### src/rtl/wb_pkg.sv
// Shared write-back definitions.
// Holds the write-back control-vector bit positions (the MEM/WB pipeline
// register uses the same indices), the architectural register geometry, the
// default stack-pointer reset value, and the write-port request struct.
package wb_pkg;

  // Write-back control vector bit positions
  localparam int WB_REG_WRITE  = 0;
  localparam int WB_SWAP_WRITE = 1;
  localparam int WB_SP_WRITE   = 2;
  localparam int WB_MEM_TO_REG = 3;  // already folded into wb_result upstream
  localparam int WB_VALID      = 4;
  localparam int WB_CTRL_W     = 5;

  // Architectural state geometry
  localparam int GPR_COUNT = 8;
  localparam int GPR_W     = 16;
  localparam int GPR_AW    = $clog2(GPR_COUNT);
  localparam int SP_W      = 32;

  localparam logic [SP_W-1:0] SP_RESET_DEF = 32'h000F_FFFF;

  // Number of decode-side GPR read ports
  localparam int NUM_RD_PORTS = 2;

  // One GPR write request as seen by the array and the bypass muxes
  typedef struct packed {
    logic              en;
    logic [GPR_AW-1:0] addr;
    logic [GPR_W-1:0]  data;
  } gpr_wr_t;

endpackage

### src/rtl/gpr_bypass_mux.sv
// Per-read-port write-first bypass select.
// Returns primary write data on an address hit, else secondary write data on
// a hit, else the committed array value. While reset is asserted the port
// returns zero, so no in-flight write data leaks to decode.
// Ports:
//   rd_en    - 1 when out of reset; gates the whole port
//   rd_addr  - read address
//   wr1/wr2  - primary / secondary write requests (wr1 has priority)
//   arr_data - committed GPR value at rd_addr
//   rd_data  - bypassed read data
module gpr_bypass_mux
  import wb_pkg::*;
(
  input  logic              rd_en,
  input  logic [GPR_AW-1:0] rd_addr,
  input  gpr_wr_t           wr1,
  input  gpr_wr_t           wr2,
  input  logic [GPR_W-1:0]  arr_data,
  output logic [GPR_W-1:0]  rd_data
);

  logic hit1, hit2;

  assign hit1 = wr1.en && (wr1.addr == rd_addr);
  assign hit2 = wr2.en && (wr2.addr == rd_addr);

  always_comb begin
    rd_data = '0;
    if (rd_en) begin
      if (hit1)      rd_data = wr1.data;
      else if (hit2) rd_data = wr2.data;
      else           rd_data = arr_data;
    end
  end

endmodule

### src/rtl/wb_register_file.sv
// Write-back register file: commits MEM/WB results into eight 16-bit GPRs
// and the 32-bit stack pointer, and serves decode through two combinational
// GPR read ports plus an SP port, all with same-cycle write bypass.
// Ports:
//   clk, reset        - clock; asynchronous active-low reset
//   wb_ctrl           - write-back control vector (see wb_pkg bit indices)
//   wb_result, wb_dst - primary write data / destination
//   wb_data2, wb_dst2 - secondary (SWAP) write data / destination
//   wb_sp             - new stack-pointer value
//   rd_addr_a/b       - decode read addresses
//   rd_data_a/b       - bypassed read data
//   sp_out            - bypassed stack pointer
module wb_register_file
  import wb_pkg::*;
#(
  parameter int              NUMBER_CONTROL_SIGNALS = WB_CTRL_W,
  parameter logic [SP_W-1:0] SP_RESET               = SP_RESET_DEF
) (
  input  logic                              clk,
  input  logic                              reset,
  input  logic [NUMBER_CONTROL_SIGNALS-1:0] wb_ctrl,
  input  logic [GPR_W-1:0]                  wb_result,
  input  logic [GPR_AW-1:0]                 wb_dst,
  input  logic [GPR_W-1:0]                  wb_data2,
  input  logic [GPR_AW-1:0]                 wb_dst2,
  input  logic [SP_W-1:0]                   wb_sp,
  input  logic [GPR_AW-1:0]                 rd_addr_a,
  input  logic [GPR_AW-1:0]                 rd_addr_b,
  output logic [GPR_W-1:0]                  rd_data_a,
  output logic [GPR_W-1:0]                  rd_data_b,
  output logic [SP_W-1:0]                   sp_out
);

  logic [GPR_COUNT-1:0][GPR_W-1:0] gpr_q;
  logic [SP_W-1:0]                 sp_q;

  gpr_wr_t wr1, wr2;
  logic    sp_wr;

  // Every control bit feeds the enables except MEM_TO_REG and any extra
  // upper bits; fold the whole vector into a sink to keep lint quiet.
  logic ctrl_unused;
  assign ctrl_unused = ^wb_ctrl;

  assign wr1.en   = wb_ctrl[WB_VALID] & wb_ctrl[WB_REG_WRITE];
  assign wr1.addr = wb_dst;
  assign wr1.data = wb_result;
  assign wr2.en   = wb_ctrl[WB_VALID] & wb_ctrl[WB_SWAP_WRITE];
  assign wr2.addr = wb_dst2;
  assign wr2.data = wb_data2;
  assign sp_wr    = wb_ctrl[WB_VALID] & wb_ctrl[WB_SP_WRITE];

  // GPR array. The primary write is applied last so it wins a same-address
  // collision with the secondary port.
  always_ff @(posedge clk or negedge reset) begin
    if (!reset) begin
      gpr_q <= '0;
    end else begin
      if (wr2.en) gpr_q[wr2.addr] <= wr2.data;
      if (wr1.en) gpr_q[wr1.addr] <= wr1.data;
    end
  end

  always_ff @(posedge clk or negedge reset) begin
    if (!reset)     sp_q <= SP_RESET;
    else if (sp_wr) sp_q <= wb_sp;
  end

  // Read ports
  logic [NUM_RD_PORTS-1:0][GPR_AW-1:0] rd_addr;
  logic [NUM_RD_PORTS-1:0][GPR_W-1:0]  rd_data;

  assign rd_addr = {rd_addr_b, rd_addr_a};

  for (genvar p = 0; p < NUM_RD_PORTS; p++) begin : g_rd
    gpr_bypass_mux u_mux (
      .rd_en    (reset),
      .rd_addr  (rd_addr[p]),
      .wr1      (wr1),
      .wr2      (wr2),
      .arr_data (gpr_q[rd_addr[p]]),
      .rd_data  (rd_data[p])
    );
  end

  assign rd_data_a = rd_data[0];
  assign rd_data_b = rd_data[1];

  // sp_q already sits at SP_RESET during reset; only the bypass needs gating.
  assign sp_out = (reset && sp_wr) ? wb_sp : sp_q;

endmodule

### config.mk
export PLATFORM = sky130hd
export DESIGN_NAME = wb_register_file
export DESIGN_NICKNAME = d
export VERILOG_FILES = /design/src/rtl/wb_pkg.sv /design/src/rtl/gpr_bypass_mux.sv /design/src/rtl/wb_register_file.sv
export SDC_FILE = /design/constraint.sdc
export NUM_CORES = 1
export LEC_CHECK = 0
export BUFFER_PORTS_ARGS = -buffer_cell sky130_fd_sc_hd__buf_4
export CORE_ASPECT_RATIO = 1.5
export CORE_MARGIN = 3
export CORE_UTILIZATION = 59
export DETAILED_ROUTE_END_ITERATION = 10
export HOLD_SLACK_MARGIN = 0.05
export PLACE_DENSITY_LB_ADDON = 0.08
export SLEW_MARGIN = 40
export SYNTH_ARGS = -nofsm -noshare
export SYNTH_HDL_FRONTEND = slang
export SYNTH_SLANG_ARGS = --single-unit
### constraint.sdc
create_clock -name clk -period 1.94 [get_ports clk]
set_input_delay 0.291 -clock clk [delete_from_list [all_inputs] [get_ports clk]]
set_output_delay 0.291 -clock clk [all_outputs]
set_load 0.05 [all_outputs]
==> results.cfg <==
[outcome]
outcome = complete, but fails checks
violations = negative setup slack

[finish]
multi_input_area_um2 = 6720
areaGrowthSynthToFinish_pct = 40.3
final_core_util_pct = 84.4
seqCellArea_um2 = 4030
drive_above_1_share_pct = 43.2
nNetsFinal = 1368
antenna_cells = 0
fill_cells = 925

[cts]
clock_path_buffers = 2
cts_tree = yes
clk_latency_ps = 430
clock_sinks = 160
clockRootBuffer = clkbuf_16
clk_pin_slew_ps = 70
cts_made_buffers = 17
htree_levels = 4

[power]
leakage_uw = 0.00617
ir_drop_mv = 0.662
power_density_nw_per_um2 = 922

[route]
drt_iter0_markers = 1044
drc = 0
routed_wl_um = 39100
num_vias = 10200
ant_nets = 0
wl_per_cell_um = 25.9
routed_via_density = 6.77
firstDrtPassIters = 6

[logic_synthesis]
yosysSeqAreaShare_pct = 38.6
ys_warn_count = 0
synth_cell_types = 33
yosysTopAreaCell = dfrtp_1
synth_top_area_share_pct = 33.6
synth-seq-cells = 160
synth_edf_count = 0
synth_cells = 1053
synth_area_leaders = dfrtp_1, mux2i_1, mux2_2
synth_area_um2 = 10400
mappedNetlistNets = 1136
synth_area_per_cell_um2 = 9.92
synth_commonest_cells = mux2i_1, dfrtp_1, nand2_1
synth.most_common_cell = mux2i_1
synthFlopType = dfrtp_1
synthArstFlopShare_pct = 100

[global_routing]
grt-ovfl-total = 0
grt_pass1_vias = 10900
grt_max_degree = 40
grt_antenna_before_repair = 0
grtUsageTotal_pct = 40.9
grt_pass1_wl_um = 60000

[sta]
rsz0062_at_grt = true
setup_viol = 32
fin_crit_sh_pct = 116
min_period_ps = 2250
worst_pin_slew_ps = 777
slew_headroom_pct = 48.2
finClkSkew_ps = 0
hold_viol = 0
final.setup.tns_ps = -6700
fin_ws_ps = -308
timing.fmax_ghz = 0.445
slew_violations = 0
holdWs_ps = 68.8

[setup_path]
cp.arrival_ps = 1960
crit_path_max_fanout = 2
r2r_start = gpr_q[41]
critPathLaunchType = flop
max_stage_delay_ps = 490
critical-path-top-delay-family = multiplexers
crit_buf_inv = 1
cp_slowest_cell = mux4_2
worst_setup_path_end_kind = output pin
required_ps = 1650
cp_cell_sequence = mux4_2 -> o211ai_1 -> a31oi_4 -> buf_8
critical_path_class = flop to output pin
crit_path_start = gpr_q[51]

[floorplan]
io_pins = 147
start_util_pct = 60.2
die_area_um2 = 19400
die_h_um = 169
die_w_um = 115
coreArea_um2 = 17300
num_rows = 59

[placed_design]
port-buffer-count = 145
globalplace.congestion = 0.890
dp_hpwl_um = 23100

[worst_hold_path]
hold_class = primary input to asynchronous set/reset pin

[job]
drv_cap = 0
==> final timing paths <==
check,endpoint,slack [ps],cells past startpoint
max,rd_data_b[3],-310,4
min,gpr_q[121],70,3
max reg2reg,gpr_q[41],930,4
min reg2reg,sp_q[27],500,1
max in group asynchronous,gpr_q[21],790,3
min in group clk,sp_q[0],90,2
==> area by class of cell <==
| cell class | count | area share, % |
|---|---|---|
| Multi-Input combinational cell | 772 | 45.9 |
| Sequential cell | 160 | 27.5 |
| Timing Repair Buffer | 334 | 20.8 |
| Clock buffer | 17 | 2.90 |
| Tap cell | 213 | 1.82 |
| Clock inverter | 15 | 1.09 |
==> metrics by stage <==
stage	cell area (um^2)	worst slack, ps	cells	total power (uW)
2_1_floorplan	11000	-54.8	1053	7530
4_1_cts	14600	-293	1503	13200
3_5_place_dp	12800	-166	1386	8850
5_1_grt	14600	-340	1511	14000
6_report	14600	-308	1511	13500
3_3_place_gp	12800	-146	1386	8690
==> kinds of logic (layout without fill, tap and decap cells) <==
| logic type | Yosys count | in the layout | share of synthesized area, % |
|---|---|---|---|
| multiplexers | 288 | 288 | 32.2 |
| AND/OR/NAND/NOR | 232 | 232 | 9.87 |
| XOR/XNOR | 12 | 12 | 1.01 |
| AO/OA/AOI/OAI | 240 | 240 | 13.0 |
| flip-flops | 160 | 160 | 38.6 |
| buffers and inverters | 121 | 366 | 5.28 |
==> report_power, final <==
part | internal (uW) | switching (uW)
clock network | 1910 | 1530
logic | 2640 | 2750
registers | 4150 | 509
total | 8700 | 4800
==> worst register-to-register path: stages (launching register included) <==
cell and delay, ps:
dfrtp_1 390, buf_4 130, buf_4 120, mux2i_1 130, o21ai_0 110
==> layout by cell type, fill, tap and decap left out, types with 3 or more instances in the layout <==
cell / n
buf_6: 26
dlygate4sd3_1: 6
nand2_1: 132
buf_8: 7
dfrtp_1: 140
mux4_2: 32
buf_12: 30
o21ai_1: 8
a22oi_2: 6
o211ai_1: 16
o21ai_0: 120
nor2_2: 6
nand3_4: 16
nand4_1: 4
clkbuf_16: 17
a21oi_1: 32
xnor2_1: 12
a22oi_1: 26
mux2i_1: 192
nand2b_4: 16
nand2b_1: 4
dfstp_2: 20
a31oi_4: 32
mux2_2: 64
buf_4: 265
nor2_1: 33
and2_1: 3
inv_6: 4
nor3_2: 4
clkinv_2: 4
==> registers in the layout, summed over array words and instances, names as in the netlist <==
signal  cells
sp_q       32
gpr_q     128
==> what timing repair did <==
item,CTS,global route
buffers inserted,79,8
endpoints found under the hold margin,30,0
pin swaps,36,20
endpoints found under the setup margin,32,32
gates resized for setup,87,7
hold buffers,6,0
==> layer usage <==
layer / wire length [um] / track usage [%]
met2: 19000 / 66.7
met1: 13000 / 44.7
met3: 3920 / 11.4
met4: 3220 / 30.9
met5: 0 / 0
No activity file was read; power rests on OpenSTA's default activity.
